### src/rtl/echo_pkg.sv
// Shared definitions for the Echo initiator: payload widths, request kinds,
// transaction result codes and FSM state encodings.
package echo_pkg;

  localparam int V_W  = 32;
  localparam int AB_W = 16;

  // Request kind latched from the host command.
  localparam logic KIND_SAY  = 1'b0;
  localparam logic KIND_SAY2 = 1'b1;

  // Outcome of a finished transaction, reported alongside the done pulse.
  typedef enum logic [1:0] {
    RES_PASS = 2'd0,
    RES_FAIL = 2'd1,
    RES_TMO  = 2'd2
  } result_e;

  // FSM encoding kept as plain constants so older tools and scripts can
  // still match on raw state values.
  typedef logic [1:0] state_t;
  localparam state_t ST_IDLE  = 2'd0;
  localparam state_t ST_ISSUE = 2'd1;
  localparam state_t ST_WAIT  = 2'd2;

endpackage

### src/rtl/echo_driver_sat_counter.sv
// Saturating up-counter with clear and parallel load. Holds at all-ones
// instead of wrapping, so statistics never roll back to small values.
module sat_counter #(
  parameter int W = 16
) (
  input  logic         clk,
  input  logic         rst,
  input  logic         clr,
  input  logic         inc,
  input  logic         load,
  input  logic [W-1:0] load_val,
  output logic [W-1:0] count
);

  // Clear beats load beats increment; increment stops at all-ones.
  always_ff @(posedge clk) begin
    // NOTE: sequential state uses non-blocking assignments so every register
    // samples pre-edge values regardless of block ordering.
    if (rst) begin
      count <= '0;
    end else if (clr) begin
      count <= '0;
    end else if (load) begin
      count <= load_val;
    end else if (inc && (count != '1)) begin
      count <= count + W'(1);
    end
  end

endmodule

### src/rtl/echo_driver.sv
// Initiator end of the Echo protocol. Takes one host command at a time,
// issues it as say/say2, waits for the heard/heard2 echo, and reports
// pass/fail/timeout with saturating statistics and round-trip latency.
module echo_driver
  import echo_pkg::*;
#(
  parameter int TIMEOUT = 1024,
  parameter int CNT_W   = 16,
  parameter int LAT_W   = 16
) (
  input  logic             CLK,
  input  logic             RST,
  // host command
  input  logic             cmd__ENA,
  output logic             cmd__RDY,
  input  logic             cmd_kind,
  input  logic [V_W-1:0]   cmd_v,
  input  logic [AB_W-1:0]  cmd_a,
  input  logic [AB_W-1:0]  cmd_b,
  // EchoRequest (client side)
  output logic             say__ENA,
  output logic [V_W-1:0]   say_v,
  input  logic             say__RDY,
  output logic             say2__ENA,
  output logic [AB_W-1:0]  say2_a,
  output logic [AB_W-1:0]  say2_b,
  input  logic             say2__RDY,
  // EchoIndication (server side)
  input  logic             heard__ENA,
  input  logic [V_W-1:0]   heard_v,
  output logic             heard__RDY,
  input  logic             heard2__ENA,
  input  logic [AB_W-1:0]  heard2_a,
  input  logic [AB_W-1:0]  heard2_b,
  output logic             heard2__RDY,
  // status
  output logic             done,
  output logic [1:0]       result,
  output logic [CNT_W-1:0] pass_cnt,
  output logic [CNT_W-1:0] fail_cnt,
  output logic [CNT_W-1:0] tmo_cnt,
  output logic [LAT_W-1:0] last_lat
);

  state_t            state;
  state_t            state_nxt;
  logic              exp_kind;
  logic [V_W-1:0]    exp_v;
  logic [AB_W-1:0]   exp_a;
  logic [AB_W-1:0]   exp_b;
  logic [LAT_W-1:0]  lat_ctr;
  logic [LAT_W-1:0]  lat_next;
  result_e           result_q;

  logic cmd_fire;
  logic issue_fire;
  logic heard_fire;
  logic heard2_fire;
  logic resp_fire;
  logic resp_ok;
  logic tmo_hit;

  // Handshake outputs depend only on state, the latched command and the
  // responder's RDY, so an output ENA can never rise without its RDY.
  always_comb begin
    cmd__RDY    = (state == ST_IDLE);
    say__ENA    = (state == ST_ISSUE) && (exp_kind == KIND_SAY)  && say__RDY;
    say2__ENA   = (state == ST_ISSUE) && (exp_kind == KIND_SAY2) && say2__RDY;
    say_v       = exp_v;
    say2_a      = exp_a;
    say2_b      = exp_b;
    heard__RDY  = (state == ST_WAIT);
    heard2__RDY = (state == ST_WAIT);
  end

  // Fire qualifiers, response checking and timeout detection.
  always_comb begin
    cmd_fire    = cmd__ENA && cmd__RDY;
    issue_fire  = say__ENA || say2__ENA;
    heard_fire  = heard__ENA && heard__RDY;
    heard2_fire = heard2__ENA && heard2__RDY;
    resp_fire   = heard_fire || heard2_fire;
    // Exactly one response of the expected type with a bit-exact payload;
    // a double response is a protocol error even if both payloads match.
    resp_ok     = (heard_fire && !heard2_fire && (exp_kind == KIND_SAY) &&
                   (heard_v == exp_v)) ||
                  (heard2_fire && !heard_fire && (exp_kind == KIND_SAY2) &&
                   (heard2_a == exp_a) && (heard2_b == exp_b));
    // A response on the last allowed cycle still wins over the timeout.
    tmo_hit     = (state == ST_WAIT) && !resp_fire &&
                  (lat_ctr == LAT_W'(TIMEOUT - 1));
    lat_next    = (lat_ctr == '1) ? lat_ctr : lat_ctr + LAT_W'(1);
  end

  // Next-state selection for the single-transaction IDLE/ISSUE/WAIT loop.
  always_comb begin
    // NOTE: default assignment first so every path drives state_nxt and no
    // latch is inferred.
    state_nxt = state;
    case (state)
      ST_IDLE:  if (cmd_fire)             state_nxt = ST_ISSUE;
      ST_ISSUE: if (issue_fire)           state_nxt = ST_WAIT;
      ST_WAIT:  if (resp_fire || tmo_hit) state_nxt = ST_IDLE;
      default:                            state_nxt = ST_IDLE;
    endcase
  end

  // State register.
  always_ff @(posedge CLK) begin
    if (RST) state <= ST_IDLE;
    else     state <= state_nxt;
  end

  // Latch the command so the payload stays stable through ISSUE and WAIT.
  always_ff @(posedge CLK) begin
    if (RST) begin
      exp_kind <= KIND_SAY;
      exp_v    <= '0;
      exp_a    <= '0;
      exp_b    <= '0;
    end else if (cmd_fire) begin
      exp_kind <= cmd_kind;
      exp_v    <= cmd_v;
      exp_a    <= cmd_a;
      exp_b    <= cmd_b;
    end
  end

  // One-cycle done pulse with the outcome of the transaction just closed.
  always_ff @(posedge CLK) begin
    if (RST) begin
      done     <= 1'b0;
      result_q <= RES_PASS;
    end else begin
      done <= resp_fire || tmo_hit;
      if (resp_fire)    result_q <= resp_ok ? RES_PASS : RES_FAIL;
      else if (tmo_hit) result_q <= RES_TMO;
    end
  end

  assign result = result_q;

  sat_counter #(.W(CNT_W)) u_pass_cnt (
    .clk(CLK), .rst(RST), .clr(1'b0), .inc(resp_fire && resp_ok),
    .load(1'b0), .load_val('0), .count(pass_cnt)
  );

  sat_counter #(.W(CNT_W)) u_fail_cnt (
    .clk(CLK), .rst(RST), .clr(1'b0), .inc(resp_fire && !resp_ok),
    .load(1'b0), .load_val('0), .count(fail_cnt)
  );

  sat_counter #(.W(CNT_W)) u_tmo_cnt (
    .clk(CLK), .rst(RST), .clr(1'b0), .inc(tmo_hit),
    .load(1'b0), .load_val('0), .count(tmo_cnt)
  );

  // Cycles spent in WAIT; restarted on the request fire.
  sat_counter #(.W(LAT_W)) u_lat_ctr (
    .clk(CLK), .rst(RST), .clr(issue_fire), .inc(state == ST_WAIT),
    .load(1'b0), .load_val('0), .count(lat_ctr)
  );

  // Latency includes the accept cycle itself; timeouts leave it untouched.
  sat_counter #(.W(LAT_W)) u_last_lat (
    .clk(CLK), .rst(RST), .clr(1'b0), .inc(1'b0),
    .load(resp_fire), .load_val(lat_next), .count(last_lat)
  );

endmodule

### config.mk
export PLATFORM = sky130hd
export DESIGN_NAME = echo_driver
export DESIGN_NICKNAME = d
export VERILOG_FILES = /design/src/rtl/echo_pkg.sv /design/src/rtl/echo_driver_sat_counter.sv /design/src/rtl/echo_driver.sv
export SDC_FILE = /design/constraint.sdc
export NUM_CORES = 1
export LEC_CHECK = 0
export BUFFER_PORTS_ARGS = -buffer_cell sky130_fd_sc_hd__buf_2
export CAP_MARGIN = 20
export CORE_ASPECT_RATIO = 1.2
export CORE_MARGIN = 10
export CORE_UTILIZATION = 45
export DETAILED_ROUTE_END_ITERATION = 10
export HOLD_SLACK_MARGIN = 0.12
export PLACE_DENSITY = 0.8
export SLEW_MARGIN = 30
export SYNTH_ARGS = -nofsm -noshare
export SYNTH_HDL_FRONTEND = slang
export SYNTH_SLANG_ARGS = --single-unit
### constraint.sdc
create_clock -name CLK -period 2.25 [get_ports CLK]
set_clock_uncertainty 0.2 [all_clocks]
set_input_delay 0.3375 -clock CLK [delete_from_list [all_inputs] [get_ports CLK]]
set_output_delay 0.3375 -clock CLK [all_outputs]
set_load 0.005 [all_outputs]
**Word-level counts from Yosys, hierarchy flattened**

Cells that the tools add are included.

- Add/subtract/negate cells: 4
- Equal/unequal tests: 14
- Mux-type cells: 8
- Bitwise logic cells: 1
- Reductions and logical operators: 34

Operator list:

| operator | count |
|---|---|
| adder 16 x 1 -> 16 bit (second input constant) | 4 |
| inequality test 16 bit (second input constant) | 4 |
| equality test 16 bit | 2 |
| equality test 32 bit | 1 |
| logical AND 1 bit | 22 |
| equality test 16 x 10 -> 1 bit (second input constant) | 1 |
| equality test 16 bit (second input constant) | 1 |
| two-way mux 16 bit | 1 |
| two-way mux 2 bit | 5 |
| case mux 2 bit (3 select lines) | 1 |
| zero test 1 bit | 4 |
| logical OR 1 bit | 4 |
| inequality test 2 x 1 -> 1 bit (second input constant) | 2 |
| AND reduction 3 bit | 1 |
| equality test 2 x 1 -> 1 bit (second input constant) | 1 |
| equality test 2 bit (second input constant) | 1 |
| zero test 2 bit | 1 |
| inequality test 2 bit (second input constant) | 1 |
| nonzero test 2 bit | 1 |
| OR reduction 2 bit | 1 |
| two-way mux 1 bit | 1 |
| inverter 1 bit | 1 |

- Register bits: 150
- Input bits: 136
- Output and inout port bits: 136

**Depth between registers and ports, before layout**

- Depth after elaboration: 11
- Mapped depth: 9
- Mapped depth without buffers: 8

**By module**

From an unflattened synthesis, not the netlist that was laid out.

- Cells, all modules: 1083
- Area, all modules: 8535.7 um2

Modules (own cells, without submodules):

| module | times used | cells each | area an instance (um2) | sequential area each (um2) |
|---|---|---|---|---|
| sat_counter | 5 | 120 | 973.4 | 320.3 |
| echo_driver | 1 | 483 | 3668.5 | 1401.3 |

**Worst setup path before layout**

Ideal clock, no wire load.

- Path type: register to register
- From: register u_lat_ctr.count[0]
- To: register u_tmo_cnt.count[13]
- Data arrival time: 2178 ps
- Slack: -256 ps
- Cell stages (with the launch flop): 9
- Clock period less this slack: 2506 ps
- Cell sequence: dfxtp_1 ha_1 nand3_1 nor4_4 nand4_1 nor4b_2 nand4_1 xor2_1 nor2_1

- Word-level cells in the longest chain between the ends: 3

Ends and longest elaborated chain:

| what | line | source |
|---|---|---|
| from (decl) | echo_driver_sat_counter.sv:12 | `output logic [W-1:0] count` |
| from (signal assigned) | echo_driver_sat_counter.sv:24 | `count <= load_val;` |
| from (signal assigned) | echo_driver_sat_counter.sv:26 | `count <= count + W'(1);` |
| equality test 16 x 10 -> 1 bit | echo_driver.sv:91 | `(lat_ctr == LAT_W'(TIMEOUT - 1));` |
| logical AND 1 bit | echo_driver.sv:90 | `tmo_hit = (state == ST_WAIT) && !resp_fire &&` |
| logical AND 1 bit | echo_driver_sat_counter.sv:25 | `end else if (inc && (count != '1)) begin` |
| to (signal assigned) | echo_driver_sat_counter.sv:24 |  |
| to (signal assigned) | echo_driver_sat_counter.sv:26 |  |
| to (decl) | echo_driver_sat_counter.sv:12 |  |

No other way between the ends.
A chain may end at the register's enable or synchronous reset.

**Final worst setup path**

- From: register exp_b[2], in the netlist say2_b[2]
- To: register u_pass_cnt.count[15]

- Word-level cells in the longest chain between the ends: 5

Ends and longest elaborated chain:

| what | line | source |
|---|---|---|
| from (decl) | echo_driver.sv:50 | `logic [AB_W-1:0] exp_b;` |
| from (signal assigned) | echo_driver.sv:125 | `exp_b <= cmd_b;` |
| equality test 16 bit | echo_driver.sv:88 | `(heard2_a == exp_a) && (heard2_b == exp_b));` |
| logical AND 1 bit | echo_driver.sv:88 |  |
| logical OR 1 bit | echo_driver.sv:86 | `(heard_v == exp_v)) \|\|` |
| logical AND 1 bit | echo_driver.sv:144 | `.clk(CLK), .rst(RST), .clr(1'b0), .inc(resp_fire && resp_ok),` |
| logical AND 1 bit | echo_driver_sat_counter.sv:25 |  |
| to (signal assigned) | echo_driver_sat_counter.sv:24 |  |
| to (signal assigned) | echo_driver_sat_counter.sv:26 |  |
| to (decl) | echo_driver_sat_counter.sv:12 |  |

No other way between the ends.

==> reports/metrics.csv <==
stage,metric,value,unit
floorplanning,io_pins,272,
synth,synth.net_count,1027,
critical_path,critPathLaunch,say2_b[2]$_SDFFE_PP0P_,
synth,yosys_register_bits,150,
critical_path,required,2410,ps
sta,final_min_period_over_clock_period,117,%
min_path,hold_path_end,state[1]$_SDFFE_PP0P_,
final_layout,finish.instance_area,11400,um^2
floorplanning,die_h,158,um
sta,maxSlewHeadroom,60.6,%
synth,synth_flop_cell,dfxtp_1,
final_layout,final-seq-area,3030,um^2
placed_design,global_placement_routability_congestion,0.915,
run,drv.max_cap_violation_count,0,
sta,grt_setup_unrepaired,yes,
detailed_routing,wl_per_cell,18.3,um
global_route,grt_first_pass_wirelength,43500,um
clock_tree,tritoncts,built,
placed_design,post-dp-hpwl,19700,um
detailed_routing,first_pass_iters,5,
global_route,sum_of_overflow_across_all_layers_after_global_routing,0,
critical_path,worst_ep_arrival_time,2780,ps
detailed_routing,route.vias.total,8557,
global_route,first_global_vias,8496,
synth,ys_top_cells_by_count,"179 x nand2_1, 150 x dfxtp_1, 101 x a21oi_1, 54 x nor2_1, 53 x xor2_1",
clock_tree,clkSlewWorstSetupHoldPaths,60,ps
final_layout,drive_above_1_share,38.5,%
sta,min_period,2620,ps
clock_tree,h_tree_lvls,4,
clock_tree,cts_root_buf,clkbuf_16,
placed_design,placed_area,9730,um^2
detailed_routing,via_per_inst,5.46,
critical_path,crit_path_end_kind,flop,
clock_tree,max-clock-path-buffers,2,
power_and_ir_drop,power.static_leakage,5.14,nW
sta,hold_viol_final,0,
sta,finalHoldWorstSlack,249,ps
global_route,gr-usage-all-layers,25.3,%
floorplanning,die_area,21300,um^2
min_path,startpoint_of_the_worst_hold_path,say2__RDY,
critical_path,crit_path_cell_trace,"xnor2_4, nand4_1, or4_4, nor3_4, a32oi_4, buf_4, buf_4, nor4_2, o21a_1",
synth,synth_enable_flop_cells,0,
floorplanning,core_region_area,15600,um^2
synth,synth.most_common_cell,nand2_1,
sta,max_clock_freq,381,MHz
min_path,worstHoldPathType,primary input to flop,
power_and_ir_drop,cellPowerDensity,594,nW/um^2
power_and_ir_drop,power_frac_clock,40.6,%
synth,synth_area,7130,um^2
final_layout,final_core_utilization,73.0,%
detailed_routing,1st_iter_drt_viols,563,
final_layout,design.final.nets,1485,
sta,worst_slew_pin_slew,590,ps
power_and_ir_drop,pwr-share-comb,17.1,%
outcome,failed_checks,setup timing,
final_layout,n_fill_cell,1061,
floorplanning,die_w,135,um
floorplanning,placementRows,50,
min_path,hold-path-cell-count,4,
power_and_ir_drop,vdd_drop_max,0.396,mV
final_layout,flow.area_growth_from_synthesis,59.4,%
critical_path,crit_path_max_fanout,5,
power_and_ir_drop,p_sw,1.82,mW
sta,setup-tns-final,-8630,ps
synth,syn_avg_cell_area,8.04,um^2
critical_path,worstSetupPathType,flop to flop,
placed_design,port-buffer-count,271,
synth,netlist_top_cells_area,"dfxtp_1 42%, nand2_1 9.4%, a21oi_1 7.1%",
global_route,grt_antenna_before_repair,3,
clock_tree,clock_sinks,150,
sta,report.final.slew_viol_count,0,
outcome,run_status,"finished, violations left",
final_layout,multi_input_gate_area_in_the_final_layout,4350,um^2
critical_path,start_kind,flop,
sta,setup_ws,-373,ps
synth,yosysUniqueCellTypes,55,
synth,cell_accounting_for_the_most_synthesized_area,dfxtp_1,
clock_tree,cts_made_buffers,17,
floorplanning,initial_utilization,45.8,%
synth,yosysSeqAreaShare,42.1,%
synth,synth_top_area_share,42.1,%
synth,number_of_warnings_printed_during_yosys_synthesis,0,
critical_path,critical_path.slowest_cell,or4_4,
critical_path,worst_r2r_path_depth,9,
placed_design,dpl_worst_slack,-558,ps
detailed_routing,drc_errors,0,
clock_tree,clk-insertion-delay-late,420,ps
synth,synth_cells,887,
critical_path,cpMostUsedCell,buf_4,
detailed_routing,antenna_violating_nets_post_route,0,
critical_path,timing.rr.end,u_pass_cnt.count[15]$_SDFFE_PP0P_,
power_and_ir_drop,p_int,4.93,mW
detailed_routing,detail_route.wirelength,28800,um
sta,setup-violations-final,33,
synth,asyncSetResetFlopFracSynth,0,%
critical_path,critPathMaxStageDelay,580,ps
critical_path,reg2reg_setup_slack,-370,ps
critical_path,crit-reg2reg-launch,say2_b[2]$_SDFFE_PP0P_,
power_and_ir_drop,switching_share,27.0,%
power_and_ir_drop,p_seq_share,42.2,%
global_route,maximum_number_of_pins_on_one_net_before_global_route_repair,45,
[worst max-delay path: cells and delay by family (launching register included)]
| kind | cells | cell delay [ps] |
|---|---|---|
| and+or+nand+nor | 4 | 1230 |
| DFF | 1 | 360 |
| AOI/OAI and AO/OA | 2 | 320 |
| buffers and inverters | 2 | 320 |
| xor gates and xnor gates | 1 | 130 |
[registers in the layout, summed over array words and instances, names as in the netlist, 16 cells and up]
register	count
u_last_lat.count	16
u_lat_ctr.count	16
say2_b	16
u_fail_cnt.count	16
say2_a	16
u_tmo_cnt.count	16
u_pass_cnt.count	16
say_v	32
[how the worst max path moves through the flow]
stage,slack [ps],depth (start not counted),endpoint
3_3_place_gp,-520,9,u_pass_cnt.count[15]$_SDFFE_PP0P_
5_1_grt,-470,8,u_fail_cnt.count[3]$_SDFFE_PP0P_
3_5_place_dp,-560,9,u_pass_cnt.count[7]$_SDFFE_PP0P_
2_1_floorplan,-100,7,u_pass_cnt.count[4]$_SDFFE_PP0P_
4_1_cts,-350,8,u_pass_cnt.count[7]$_SDFFE_PP0P_
6_report,-370,9,u_pass_cnt.count[15]$_SDFFE_PP0P_
[stage by stage]
stage                     cells  power [mW]
after global routing       1568        7.00
final                      1568        6.75
after CTS                  1560        6.73
after detailed placement   1455        3.90
after floorplan             887        3.34
after global placement     1455        3.87
[repair_timing]
action,in CTS,in global routing
gates resized for setup,23,40
buffers inserted,5,7
pin swaps,21,24
hold buffers,67,0
endpoints found under the hold margin,72,0
cloned,1,1
endpoints found under the setup margin,39,53
[layer usage]
metal / vias to the layer above / GRT usage [%] / share of wire (%)
li1: 4011 / - / -
met1: 3979 / 27.9 / 36
met2: 435 / 42.9 / 50
met3: 130 / 6.79 / 7.5
met4: 2 / 15.2 / 5.5
met5: - / 0 / 0.038
[power groups by stage]
stage          Combinational, mW  Clock (mW)  Sequential [mW]
5_1_grt                     1.25        2.89             2.86
3_5_place_dp               0.995           0             2.90
3_3_place_gp               0.980           0             2.89
6_report                    1.16        2.74             2.85
2_1_floorplan              0.423           0             2.92
4_1_cts                     1.11        2.78             2.85
[placed cells by master, fill, tap and decap left out, types with 5 or more instances in the layout]
cell	Yosys	final
a21oi_1	101	94
a21oi_2	0	7
a31oi_1	12	11
and2_1	8	6
and3_1	13	12
buf_2	3	270
buf_4	1	141
clkbuf_16	0	17
dfxtp_1	150	136
dfxtp_2	0	11
dlygate4sd3_1	0	67
inv_1	8	8
mux2i_1	5	5
nand2_1	179	177
nand2b_1	7	6
nand3_1	22	21
nand4_1	34	34
nor2_1	54	52
nor2b_1	6	5
nor3_1	16	12
nor4_1	15	11
o21a_1	6	6
o21ai_0	28	26
o21ai_1	9	9
or3_1	22	17
or3_4	0	5
or4_1	6	6
xnor2_1	43	27
xnor2_2	0	12
xor2_1	53	52
[cell families (layout without fill, tap and decap cells)]
group	count (synthesis)	after routing	share of synthesized area, %
compound gates	174	175	13.6
fa+ha+maj	4	4	0.702
mux	10	10	1.49
buf+inv	54	524	2.95
xor+xnor	96	96	11.8
simple gates	399	399	27.4
other cells	0	2	0
flops	150	150	42.1
[final cells by class]
cell class                 count  share of cell area, %
multi-input combinational    684                   38.3
clock buffer                  22                   4.08
sequential                   150                   26.6
inverter                      10                  0.330
timing repair buffer         482                   27.5
clock inverter                10                  0.836
antenna                        2                 0.0440
tap                          208                   2.29
Note: power is estimated with default switching activity, not from simulation.
